`config.mk`:
```
export PLATFORM = sky130hd
export DESIGN_NAME = syscall_console
export DESIGN_NICKNAME = d
export VERILOG_FILES = /design/src/rtl/syscall_console_pkg.sv /design/src/rtl/syscall_char_fifo.sv /design/src/rtl/syscall_console.sv
export SDC_FILE = /design/constraint.sdc
export NUM_CORES = 1
export LEC_CHECK = 0
export CAP_MARGIN = 10
export CORE_MARGIN = 2
export CORE_UTILIZATION = 61
export CTS_CLUSTER_DIAMETER = 100
export DETAILED_ROUTE_END_ITERATION = 10
export PLACE_DENSITY = 0.81
export SETUP_SLACK_MARGIN = 0.2
export SLEW_MARGIN = 40
export SYNTH_ARGS = -nofsm -noshare
export SYNTH_HDL_FRONTEND = slang
export SYNTH_SLANG_ARGS = --single-unit
```
`constraint.sdc`:
```
create_clock -name clock -period 17.9 [get_ports clock]
set_clock_uncertainty 0.05 [all_clocks]
set_input_delay 5.37 -clock clock [delete_from_list [all_inputs] [get_ports clock]]
set_output_delay 5.37 -clock clock [all_outputs]
set_load 0.02 [all_outputs]
```
`src/rtl/syscall_console_pkg.sv`:
```
// ----------------------------------------------------------------------------
// syscall_console_pkg
//   Shared syscall header for the console block: syscall function codes,
//   FSM state encodings, the powers-of-ten table used for decimal printing
//   and a helper that extracts one decimal digit by repeated comparison.
// ----------------------------------------------------------------------------
package syscall_console_pkg;

    // Syscall function codes ($v0)
    localparam logic [31:0] SYS_PRINT_INT = 32'd1;
    localparam logic [31:0] SYS_EXIT      = 32'd10;
    localparam logic [31:0] SYS_PUT_C     = 32'd11;

    // Controller states
    localparam logic [2:0] ST_IDLE       = 3'd0;
    localparam logic [2:0] ST_PUTC       = 3'd1;
    localparam logic [2:0] ST_INT_SIGN   = 3'd2;
    localparam logic [2:0] ST_INT_DIGIT  = 3'd3;
    localparam logic [2:0] ST_EXIT_DRAIN = 3'd4;
    localparam logic [2:0] ST_HALT       = 3'd5;

    // Digit index 0 addresses 10^9, index 9 addresses 10^0 (units)
    localparam logic [3:0] LAST_DIGIT = 4'd9;

    localparam logic [7:0] CHAR_MINUS = 8'h2D;
    localparam logic [7:0] CHAR_ZERO  = 8'h30;

    typedef struct packed {
        logic [3:0]  digit;
        logic [31:0] rem;
    } digit_split_t;

    // Powers-of-ten table, most significant first
    function automatic logic [31:0] pow10(input logic [3:0] idx);
        logic [31:0] p;
        case (idx)
            4'd0:    p = 32'd1000000000;
            4'd1:    p = 32'd100000000;
            4'd2:    p = 32'd10000000;
            4'd3:    p = 32'd1000000;
            4'd4:    p = 32'd100000;
            4'd5:    p = 32'd10000;
            4'd6:    p = 32'd1000;
            4'd7:    p = 32'd100;
            4'd8:    p = 32'd10;
            default: p = 32'd1;
        endcase
        return p;
    endfunction

    // Digit at position idx of val and the remainder once that digit's weight
    // is removed. Multiples of the power are built by accumulation and kept
    // 36 bits wide because 9 * 10^9 does not fit in 32 bits.
    function automatic digit_split_t split_digit(input logic [31:0] val,
                                                 input logic [3:0]  idx);
        logic [35:0]  step;
        logic [35:0]  acc;
        logic [35:0]  val_w;
        digit_split_t r;
        step    = {4'd0, pow10(idx)};
        acc     = '0;
        val_w   = {4'd0, val};
        r.digit = 4'd0;
        r.rem   = val;
        for (int k = 1; k <= 9; k++) begin
            acc = acc + step;
            // acc <= val here, so its low 32 bits are exact
            if (val_w >= acc) begin
                r.digit = 4'(k);
                r.rem   = val - acc[31:0];
            end
        end
        return r;
    endfunction

endpackage

```
`src/rtl/syscall_char_fifo.sv`:
```
// ----------------------------------------------------------------------------
// syscall_char_fifo
//   Registered character FIFO. A pushed byte becomes visible on rd_data the
//   cycle after the push (no write-to-read bypass). rd_data reads 0 when
//   empty. A push while full is taken only if a pop happens the same cycle.
// Ports
//   clock, reset   : clock, synchronous active-high reset
//   push/push_data : write request and byte
//   push_ok        : the write request will be taken this cycle
//   pop            : read request (ignored when empty)
//   rd_data        : head byte, 0 when empty
//   empty          : FIFO holds no bytes
// ----------------------------------------------------------------------------
module syscall_char_fifo #(
    parameter int DEPTH = 16,
    parameter int WIDTH = 8
) (
    input  logic             clock,
    input  logic             reset,
    input  logic             push,
    input  logic [WIDTH-1:0] push_data,
    output logic             push_ok,
    input  logic             pop,
    output logic [WIDTH-1:0] rd_data,
    output logic             empty
);

    localparam int AW = $clog2(DEPTH);
    localparam int CW = AW + 1;

    logic [WIDTH-1:0] mem_q [DEPTH];
    logic [AW-1:0]    wr_ptr_q, wr_ptr_d;
    logic [AW-1:0]    rd_ptr_q, rd_ptr_d;
    logic [CW-1:0]    count_q,  count_d;
    logic             full;
    logic             do_push;
    logic             do_pop;

    assign empty   = (count_q == '0);
    assign full    = (count_q == CW'(DEPTH));
    assign do_pop  = pop && !empty;
    assign push_ok = !full || do_pop;
    assign do_push = push && push_ok;
    assign rd_data = empty ? '0 : mem_q[rd_ptr_q];

    // Pointers are exactly AW bits wide, so wrap modulo DEPTH is free
    always_comb begin
        wr_ptr_d = wr_ptr_q;
        rd_ptr_d = rd_ptr_q;
        count_d  = count_q;
        if (do_push) wr_ptr_d = wr_ptr_q + 1'b1;
        if (do_pop)  rd_ptr_d = rd_ptr_q + 1'b1;
        case ({do_push, do_pop})
            2'b10:   count_d = count_q + 1'b1;
            2'b01:   count_d = count_q - 1'b1;
            default: count_d = count_q;
        endcase
    end

    always_ff @(posedge clock) begin
        if (reset) begin
            wr_ptr_q <= '0;
            rd_ptr_q <= '0;
            count_q  <= '0;
        end else begin
            wr_ptr_q <= wr_ptr_d;
            rd_ptr_q <= rd_ptr_d;
            count_q  <= count_d;
        end
    end

    // Storage needs no reset: rd_data is masked while empty
    always_ff @(posedge clock) begin
        if (!reset && do_push) mem_q[wr_ptr_q] <= push_data;
    end

endmodule

```
`src/rtl/syscall_console.sv`:
```
// ----------------------------------------------------------------------------
// syscall_console
//   Executes console syscalls from the execute stage: PUT_C pushes one byte,
//   PRINT_INT pushes the signed decimal text of $a0, EXIT waits for the
//   console to drain and then halts. Bytes leave through a ready/valid port
//   backed by syscall_char_fifo.
// Ports
//   clock, reset            : clock, synchronous active-high reset
//   req_valid/req_ready     : request handshake
//   req_funct, req_param1   : syscall code ($v0) and argument ($a0)
//   out_valid/out_ready     : console byte handshake
//   out_char                : FIFO head, 0 when out_valid is low
//   stall                   : request waiting but not accepted
//   halted                  : EXIT completed, sticky until reset
// ----------------------------------------------------------------------------
module syscall_console
    import syscall_console_pkg::*;
#(
    parameter int FIFO_DEPTH      = 16,
    parameter int DIGIT_PER_CYCLE = 1
) (
    input  logic        clock,
    input  logic        reset,
    input  logic        req_valid,
    output logic        req_ready,
    input  logic [31:0] req_funct,
    input  logic [31:0] req_param1,
    output logic        out_valid,
    input  logic        out_ready,
    output logic [7:0]  out_char,
    output logic        stall,
    output logic        halted
);

    logic [2:0]  state_q,   state_d;
    logic [31:0] param_q,   param_d;
    logic [31:0] mag_q,     mag_d;
    logic [3:0]  idx_q,     idx_d;
    logic        started_q, started_d;
    logic        halted_q,  halted_d;

    logic        push_req;
    logic [7:0]  push_byte;
    logic        push_ok;
    logic        fifo_empty;

    assign req_ready = (state_q == ST_IDLE) && !halted_q;
    assign stall     = req_valid && !req_ready;
    assign halted    = halted_q;
    assign out_valid = !fifo_empty;

    syscall_char_fifo #(
        .DEPTH (FIFO_DEPTH),
        .WIDTH (8)
    ) u_fifo (
        .clock     (clock),
        .reset     (reset),
        .push      (push_req),
        .push_data (push_byte),
        .push_ok   (push_ok),
        .pop       (out_ready),
        .rd_data   (out_char),
        .empty     (fifo_empty)
    );

    always_comb begin
        logic [31:0]  walk_mag;
        logic [3:0]   walk_idx;
        logic         walk_started;
        logic         walk_emit;
        logic         walk_last;
        digit_split_t walk_split;

        state_d      = state_q;
        param_d      = param_q;
        mag_d        = mag_q;
        idx_d        = idx_q;
        started_d    = started_q;
        halted_d     = halted_q;
        push_req     = 1'b0;
        push_byte    = 8'h00;
        walk_mag     = mag_q;
        walk_idx     = idx_q;
        walk_started = started_q;
        walk_emit    = 1'b0;
        walk_last    = 1'b0;
        walk_split   = '0;

        case (state_q)
            ST_IDLE: begin
                if (req_valid && req_ready) begin
                    param_d   = req_param1;
                    idx_d     = '0;
                    started_d = 1'b0;
                    if (req_funct == SYS_PUT_C)          state_d = ST_PUTC;
                    else if (req_funct == SYS_PRINT_INT) state_d = ST_INT_SIGN;
                    else if (req_funct == SYS_EXIT)      state_d = ST_EXIT_DRAIN;
                end
            end

            ST_PUTC: begin
                push_req  = 1'b1;
                push_byte = param_q[7:0];
                if (push_ok) state_d = ST_IDLE;
            end

            ST_INT_SIGN: begin
                if (param_q[31]) begin
                    push_req  = 1'b1;
                    push_byte = CHAR_MINUS;
                    if (push_ok) begin
                        // 0x80000000 negates to itself = 2147483648 unsigned
                        mag_d   = ~param_q + 32'd1;
                        state_d = ST_INT_DIGIT;
                    end
                end else begin
                    mag_d   = param_q;
                    state_d = ST_INT_DIGIT;
                end
            end

            ST_INT_DIGIT: begin
                // Walk up to DIGIT_PER_CYCLE positions. Suppressed leading
                // zeros cost no push; the walk stops at the first byte since
                // the FIFO takes one byte per cycle. Units always print.
                for (int j = 0; j < DIGIT_PER_CYCLE; j++) begin
                    if (!walk_emit) begin
                        walk_split = split_digit(walk_mag, walk_idx);
                        if (walk_split.digit == 4'd0 && !walk_started &&
                            walk_idx != LAST_DIGIT) begin
                            walk_idx = walk_idx + 4'd1;
                        end else begin
                            walk_emit    = 1'b1;
                            push_req     = 1'b1;
                            push_byte    = CHAR_ZERO | {4'h0, walk_split.digit};
                            walk_mag     = walk_split.rem;
                            walk_started = 1'b1;
                            walk_last    = (walk_idx == LAST_DIGIT);
                            if (!walk_last) walk_idx = walk_idx + 4'd1;
                        end
                    end
                end
                // A blocked push holds the whole walk, skipped zeros included
                if (!walk_emit || push_ok) begin
                    mag_d     = walk_mag;
                    idx_d     = walk_idx;
                    started_d = walk_started;
                    if (walk_last) state_d = ST_IDLE;
                end
            end

            ST_EXIT_DRAIN: begin
                if (fifo_empty) begin
                    state_d  = ST_HALT;
                    halted_d = 1'b1;
                end
            end

            ST_HALT: halted_d = 1'b1;

            default: state_d = ST_IDLE;
        endcase
    end

    always_ff @(posedge clock) begin
        if (reset) begin
            state_q   <= ST_IDLE;
            param_q   <= '0;
            mag_q     <= '0;
            idx_q     <= '0;
            started_q <= 1'b0;
            halted_q  <= 1'b0;
        end else begin
            state_q   <= state_d;
            param_q   <= param_d;
            mag_q     <= mag_d;
            idx_q     <= idx_d;
            started_q <= started_d;
            halted_q  <= halted_d;
        end
    end

endmodule

```
; Yosys cells after proc, flatten, opt, wreduce, memory -nomap -nowiden
; Memory sizes are Yosys's and may differ from the RTL's. A register that Yosys moved wholly into a read port is not among the register bits.
; Index checks and enable logic that the tools add are counted.
[op_classes]
n_eq_ne = 23
n_addsub = 23
bitwise_logic = 2
muxes = 55
n_reduce_logical = 30
magnitude_cmp = 9
[op_table]
columns = operator, n
row1 = 2-to-1 mux 36 bit, 9
row2 = subtractor 32 bit, 9
row3 = greater-or-equal comparator 32 x 36 -> 1 bit, 5
row4 = 2-to-1 mux 32 bit, 5
row5 = adder 36 x 32 -> 36 bit, 4
row6 = == test 32 x 4 -> 1 bit (second input constant), 2
row7 = one-hot mux 32 bit (2 select lines), 1
row8 = adder 35 x 32 -> 36 bit, 1
row9 = adder 34 x 32 -> 35 bit, 1
row10 = greater-or-equal comparator 32 x 35 -> 1 bit, 1
row11 = adder 33 x 32 -> 34 bit, 1
row12 = greater-or-equal comparator 32 x 34 -> 1 bit, 1
row13 = adder 32 x 32 -> 33 bit, 1
row14 = greater-or-equal comparator 32 x 33 -> 1 bit, 1
row15 = 2-to-1 mux 33 bit, 1
row16 = adder 32 x 1 -> 32 bit (second input constant), 1
row17 = == test 32 x 1 -> 1 bit (second input constant), 1
row18 = greater-or-equal comparator 32 bit, 1
row19 = 2-to-1 mux 4 bit, 8
row20 = inverter 32 bit, 1
row21 = 2-to-1 mux 3 bit, 10
row22 = one-hot mux 8 bit (3 select lines), 1
row23 = one-hot mux 3 bit (6 select lines), 1
row24 = adder 4 x 1 -> 4 bit (second input constant), 3
row25 = other kinds (34), 72
[totals]
input_bits = 68
mem_count = 2
elab_cells = 153
ramBits = 128
mem_bits_ro = 480
regBits = 86
[memory_table]
columns = name, depth, width, read_ports, rd_clocked_by_memory_dff, wr, line
row1 = (name not given), 16, 30, 1, 1, 0, syscall_console_pkg.sv:36  ; case (idx)
row2 = u_fifo.mem_q, 16, 8, 1, 1, 1, syscall_char_fifo.sv:31  ; logic [WIDTH-1:0] mem_q [DEPTH];

; Longest topological paths before layout
; Gate-level depths: netlist of run 1.
[logic_depth]
ltp_word = 24
depth_mapped = 76

; Cells and area by module
; From an unflattened synthesis of run 1, not the netlist that was laid out.
[unflattened]
cells_unflattened = 4702
area_unflattened_um2 = 36570.1
[by_module_without_submodules]
columns = module, area_per_inst_um2, cells_per_inst, n_inst
row1 = syscall_console, 30564.3, 4369, 1
row2 = syscall_char_fifo, 6005.8, 333, 1

; Worst setup path after synthesis of run 1
; No wires, ideal clock.
[synth_path]
kind = register to register
start = register with a tool-made name
end = memory u_fifo.mem_q[1][0] (enable)
stages_incl_launch_ff = 66
arrival_time_ns = 13.175
required_ns = 17.455
n_path_buf = 0
slack_ns = 4.281
path_cell_list = dfxtp_1 -> ha_1 -> fa_1 -> a21oi_1 -> nor2_1 -> nor2_1 -> o21bai_1 -> a21oi_1 -> o21bai_1 -> a21oi_1 -> o21bai_1 -> a21oi_1 -> o21bai_1 -> a21oi_1 -> xnor2_1 -> ha_1 -> nand3_1 -> a2111oi_0 -> (+30 left out) -> a21o_1 -> xor2_1 -> ha_1 -> a21oi_1 -> nor2b_1 -> nor4_1 -> o21bai_1 -> a21oi_1 -> xnor2_1 -> ha_1 -> o211ai_1 -> a21oi_1 -> a211oi_1 -> a2111oi_1 -> o2bb2ai_2 -> a21oi_4 -> o21ai_1 -> nor4_1
[synth_rtl]
columns = item, line
row1 = end: declaration, syscall_char_fifo.sv:31

==> reports/metrics.yaml, run 1 <==
setup_path:
  cp_max_fo: 11
  arrival_ns: 16.61
  endpoint_kind: "register"
  cp_slowest_cell: "nor2_1"
  cp-start-kind: "register"
  required_ns: 18.02
  critPathKind: "register to register"
  crit_path_frequent_cell: "a21oi_1"
  slowest_delay_ns: 0.70
sta:
  layout_min_cycle_time_ns: 16.50
  slew_headroom: 0.4076
  report.final.slew_viol_count: 0
  fmax_ghz: 0.06062
  rsz0062_at_grt: "yes"
  timing.final.crit_share: 0.9215
  worst_pin_slew_ns: 0.8804
  setup_viol_count_final: 0
  fin_tns_setup_ns: 0
  finalHoldViolCount: 0
global_routing:
  grt_max_degree: 74
  globalRouteOverflowTotal: 0
  first_global_vias: 32320
  grt_pass1_wl_um: 181300
  antenna_found_initial: 8
  grt_usage: 0.3727
cells_and_area:
  syn2layout_area_growth_pct: 7.106
  drive_gt1_frac: 0.05399
  layout.nets: 5259
  fill_cells: 5020
  insertedDiodeCount: 0
  layout_commonest_cell: "ha_1"
  final_cell_mix: "ha_1, a21oi_1, nand2_1"
clocking:
  cts_root_buf: "clkbuf_16"
  cts_tree: "yes"
  clk_pin_slew_ns: 0.07
  cts_max_path_buffers: 3
  ctsHtreeMaxLevel: 1
  clkSinkCount: 241
  insertion_delay_ns: 0.55
  cts_made_buffers: 24
route:
  wl_um: 118500
  first_pass_iters: 7
  final_antenna_net_count: 0
  via_count: 36120
  drc: 0
  routedWlPerCell_um: 21.63
  drt-initial-drc-count: 4222
  avgViaCountPerCell: 6.594
placed_design:
  gp_congestion: 1.047
  hpwl_um: 93680
  port_buffers: 79
synth:
  synth_top_family_by_area: "compound AO/OA/AOI/OAI gates"
  synthXorXnorAreaFrac: 0.1097
  seq_area_frac_synth: 0.1677
  synth_ff_type: "edfxtp_1"
  synth-seq-cells: 241
  syn_nets: 5216
  synth_area_um2: 36410
  synth_top_area_frac: 0.1701
  yosys_warnings: 0
  synth_edf_count: 128
  async_flop_share: 0
  syn_avg_cell_area_um2: 7.840
  synth_mux_area_frac: 0.03388
  synth_top_area_cell: "ha_1"
  ys_top_cells_by_area: "ha_1, edfxtp_1, xnor2_1"
  syn_inst: 4644
  synth_compound_area_frac: 0.2920
  synth_cell_types: 117
  synthAdderAreaFrac: 0.1750
  synthSimpleGateAreaFrac: 0.1715
outcome:
  status: "finished clean"
die:
  die_h_um: 248.3
  core.rowCount: 89
  initial_core_util: 0.6169
  core-area_um2: 59020
  die_x_um: 248.3
  die_area_um2: 61660
  pin_count: 80
flow_run:
  max_cap_viol_count: 0
hold_path:
  min_path_type: "register to register"
-- area by class of cell --
cell class                      count  area, µm²  share of cell area
Inverter                          350       1314             0.03369
Clock buffer                       30      623.1             0.01598
Tap cell                          773      967.2             0.02480
Sequential cell                   241       6111              0.1567
Multi-Input combinational cell   3927      28580              0.7327
Clock inverter                     14      141.4            0.003625
Timing Repair Buffer              143       1266             0.03247
-- through the flow --
step	hold WS [ns]	utilization	cells	setup slack, ns	instance area, µm²
2_1_floorplan	0.4055	-	4644	4.281	36410
6_report	0.4190	0.6608	5478	1.404	39000
5_1_grt	0.4340	0.6608	5478	0.06711	39000
3_5_place_dp	0.4065	0.6473	5434	1.929	38200
4_1_cts	0.4167	0.6603	5478	1.806	38970
3_3_place_gp	0.3952	0.6468	5434	2.294	38170
-- cell usage after synthesis (25+ instances only) --
master / n
o21bai_1: 72
a211oi_1: 64
mux2i_1: 25
o21a_1: 86
nand2_1: 362
dfxtp_1: 113
o31ai_1: 29
o21ai_0: 262
mux4_2: 40
a21o_1: 243
xnor2_1: 285
a21oi_1: 488
nand2b_1: 79
edfxtp_1: 128
a21boi_0: 25
o211ai_1: 53
nand4_1: 47
nor2b_1: 65
and2_1: 38
nor2_1: 319
nor3_1: 88
nor4_1: 33
xor2_1: 164
and3_1: 36
clkbuf_1: 102
ha_1: 495
inv_1: 348
a31oi_1: 51
nand3_1: 95
-- critical path, delay by kind of cell (launching register included) --
kind                       cells  cell delay, ns
AOI/OAI and AO/OA             32            7.39
and+or+nand+nor               21            4.02
adders and majority gates      9            3.26
xor gates and xnor gates       5            0.87
DFF                            1            0.45
buffers and inverters          1            0.07
-- final timing paths --
path	startpoint	end	slack, ns	cells past startpoint
max	register	u_fifo.mem_q[6][1]$_DFFE_PP_	1.40	68
min	mag_q[5]$_SDFFE_PP0P_	mag_q[5]$_SDFFE_PP0P_	0.42	2
max reg2reg	register	u_fifo.mem_q[6][1]$_DFFE_PP_	1.40	68
min reg2reg	mag_q[5]$_SDFFE_PP0P_	mag_q[5]$_SDFFE_PP0P_	0.42	2
-- repair_timing --
| action | 4_1_cts | 5_1_grt |
|---|---|---|
| buffers inserted | 0 | 0 |
| endpoints found under the setup margin | 0 | 64 |
| hold buffers | 0 | 0 |
| resized for setup | 0 | 4 |
-- layer usage --
metal	wire length (µm)	vias to the layer above	track usage	share of wire
met4	6419	8	0.1695	0.054
met1	49580	16680	0.5031	0.42
met2	50650	1807	0.5815	0.43
li1	-	17210	-	-
met5	50	-	0	0.00042
met3	11780	421	0.06324	0.099
-- cells by family after synthesis --
| logic type | count (synthesis) |
|---|---|
| AOI/OAI and AO/OA | 1620 |
| and+or+nand+nor | 1279 |
| adders and majority gates | 504 |
| buffers and inverters | 476 |
| xor gates and xnor gates | 452 |
| DFF | 241 |
| muxes | 72 |
Power of run 1 is not shown: default switching activity piles up to over one toggle a cycle in this logic, so the estimate is an artifact.
==> inputs of run 2 (changes only) <==
CORE_ASPECT_RATIO = 1.2   (was not set)
PLACE_DENSITY = 0.88   (was 0.81)
==> run 2 against run 1 <==
Net effect:
- non-clock buffer count shrank 2
- cell area shrank 0.13%
- critical path depth is the same
- critical path type unchanged
- largest cell class unchanged
==> reports/metrics.yaml, run 2 (synthesized netlist as in run 1, its figures left out) <==
outcome:
  status: "finished clean"  # unchanged
global_routing:
  grt_pass1_wl_um: 186600  # was 181300 µm
  grt_max_degree: 80  # was 74
  grt_busiest_layer: "met2"  # unchanged
  use_met1: 0.4691  # was 0.5031
  gr-usage-met3: 0.06289  # was 0.06324
  antenna_found_initial: 0  # was 8
  use_met2: 0.6063  # was 0.5815
  first_global_vias: 35300  # was 32.32k
  globalRouteOverflowTotal: 0  # unchanged
  grt_usage: 0.3805  # was 0.3727
placed_design:
  gp_congestion: 1.039  # was 1.047
  port_buffers: 79  # unchanged
  hpwl_um: 95480  # was 93680 µm
  placed_area_um2: 38200  # about the same
  pre_cts_ws_ns: 1.541  # was 1.929 ns
clocking:
  clk_pin_slew_ns: 0.07  # about the same
  cts_tree: "yes"  # unchanged
  clkSinkCount: 241  # unchanged
  insertion_delay_ns: 0.53  # was 0.55 ns
  post_cts_buffers: 0  # unchanged
  cts_root_buf: "clkbuf_16"  # unchanged
  ctsHtreeMaxLevel: 1  # unchanged
  cts_made_buffers: 21  # was 24
  cts_max_path_buffers: 3  # unchanged
sta:
  report.final.slew_viol_count: 0  # unchanged
  slew_headroom: 0.3412  # was 0.4076
  worst_pin_slew_ns: 0.9857  # was 0.8804 ns
  fin_tns_setup_ns: 0  # unchanged
  setup_ws_ns: 1.377  # was 1.404 ns
  finalHoldViolCount: 0  # unchanged
  timing.final.crit_share: 0.9231  # was 0.9215
  setup_viol_count_final: 0  # unchanged
  timing.hold.ws_ns: 0.4428  # was 0.4190 ns
  fmax_ghz: 0.06052  # was 0.06062 GHz
  rsz0062_at_grt: "no"  # was yes
  layout_min_cycle_time_ns: 16.52  # was 16.50 ns
setup_path:
  arrival_ns: 16.89  # was 16.61 ns
  ff2ff_setup_slack_ns: 1.38  # was 1.40 ns
  ff2ff_path_depth: 68  # unchanged
  crit_path_frequent_cell: "ha_1"  # was a21oi_1
  critPathTopFamily: "compound AO/OA/AOI/OAI gates"  # unchanged
  crit_buf_inv: 1  # unchanged
  cp_max_fo: 11  # unchanged
  cp-start-kind: "register"  # unchanged
  cp-endpoint: "u_fifo.count_q[4]$_SDFFE_PP0P_"  # was u_fifo.mem_q[6][1]$_DFFE_PP_
  critPathKind: "register to register"  # unchanged
  path_depth: 68  # unchanged
  cp_slowest_cell: "o2bb2ai_2"  # was nor2_1
  endpoint_kind: "register"  # unchanged
  rr_endpoint: "u_fifo.count_q[4]$_SDFFE_PP0P_"  # was u_fifo.mem_q[6][1]$_DFFE_PP_
  required_ns: 18.27  # was 18.02 ns
  slowest_delay_ns: 0.61  # was 0.70 ns
cells_and_area:
  layout.nets: 5254  # was 5259
  fill_cells: 4915  # was 5020
  stdcell_area_um2: 38950  # was 39000 µm²
  final-seq-area_um2: 6108  # was 6111 µm²
  final_cell_mix: "ha_1, a21oi_1, nand2_1"  # unchanged
  drive_gt1_frac: 0.05301  # was 0.05399
  layout_commonest_cell: "ha_1"  # unchanged
  multiInputGateArea_um2: 28620  # was 28580 µm²
  syn2layout_area_growth_pct: 6.969  # was 7.106%
die:
  die_x_um: 227.0  # was 248.3 µm
  core.rowCount: 98  # was 89
  die_area_um2: 61670  # was 61660 µm²
  initial_core_util: 0.6135  # was 0.6169
  core-area_um2: 59350  # was 59020 µm²
  pin_count: 80  # unchanged
  die_h_um: 271.6  # was 248.3 µm
route:
  routedWlPerCell_um: 22.01  # was 21.63 µm
  drc: 0  # unchanged
  avgViaCountPerCell: 6.734  # was 6.594
  wl_um: 121000  # was 118500 µm
  final_antenna_net_count: 0  # unchanged
  first_pass_iters: 6  # was 7
  drt-initial-drc-count: 4381  # was 4222
  via_count: 37030  # was 36.12k
flow_run:
  max_cap_viol_count: 0  # unchanged
hold_path:
  min_path_type: "register to register"  # unchanged
run 2: changes by cell type in the layout (fill, tap and decap cells not counted), sizes merged:
cell,change
clkinvlp,-1
clkbuf,-2
diode,+2
buf,-2
clkinv,-4
inv,+2
bufinv,-1
run 2: routing by layer:
layer  wire [µm]  vias to the layer above  share of wire
li1            -                    17160              -
met1       45390                    17110           0.38
met2       53420                     2212           0.44
met3       12670                      553           0.10
met4        9564                        0          0.079
met5           0                        -              0
run 2: final cells by class:
class                      count  share of cell area
clock buffer                  28             0.01417
clock inverter                10            0.002281
sequential                   241              0.1568
tap                          800             0.02570
multi-input combinational   3927              0.7347
timing repair buffer         141             0.03245
inverter                     350             0.03373
antenna                        2           0.0001285
run 2: worst min-delay path by stage:
| stage | startpoint | end | slack [ns] | depth (start not counted) |
|---|---|---|---|---|
| 3_3_place_gp | param_q[26]$_SDFFE_PP0P_ | param_q[26]$_SDFFE_PP0P_ | 0.42 | 2 |
| 4_1_cts | param_q[29]$_SDFFE_PP0P_ | param_q[29]$_SDFFE_PP0P_ | 0.44 | 2 |
| 5_1_grt | param_q[26]$_SDFFE_PP0P_ | param_q[26]$_SDFFE_PP0P_ | 0.46 | 2 |
| 2_1_floorplan | param_q[9]$_SDFFE_PP0P_ | param_q[9]$_SDFFE_PP0P_ | 0.41 | 2 |
| 6_report | param_q[29]$_SDFFE_PP0P_ | param_q[29]$_SDFFE_PP0P_ | 0.44 | 2 |
| 3_5_place_dp | param_q[9]$_SDFFE_PP0P_ | param_q[9]$_SDFFE_PP0P_ | 0.43 | 2 |
run 2: repair_timing:
item | in CTS | in global routing
gates resized for setup | 0 | 17
hold buffers | 0 | 0
endpoints found under the setup margin | 0 | 90
run 2: worst reg2reg max path: cells and delay by family, from the launching register on:
kind | cells | cell delay, ns
AO/OA/AOI/OAI | 33 | 7.96
buffers and inverters | 1 | 0.05
XOR/XNOR | 6 | 1.10
flip-flops | 1 | 0.60
adder cells (fa/ha/maj) | 10 | 3.46
AND/OR/NAND/NOR | 18 | 3.19
run 2: stage by stage:
| stage | cells | utilization |
|---|---|---|
| finish | 5499 | 0.6563 |
| global route | 5497 | 0.6562 |
| CTS | 5496 | 0.6545 |
| detailed placement | 5458 | 0.6437 |
| global placement | 5458 | 0.6433 |
| floorplan | 4644 | - |
Power of run 2 is left out for the same reason.
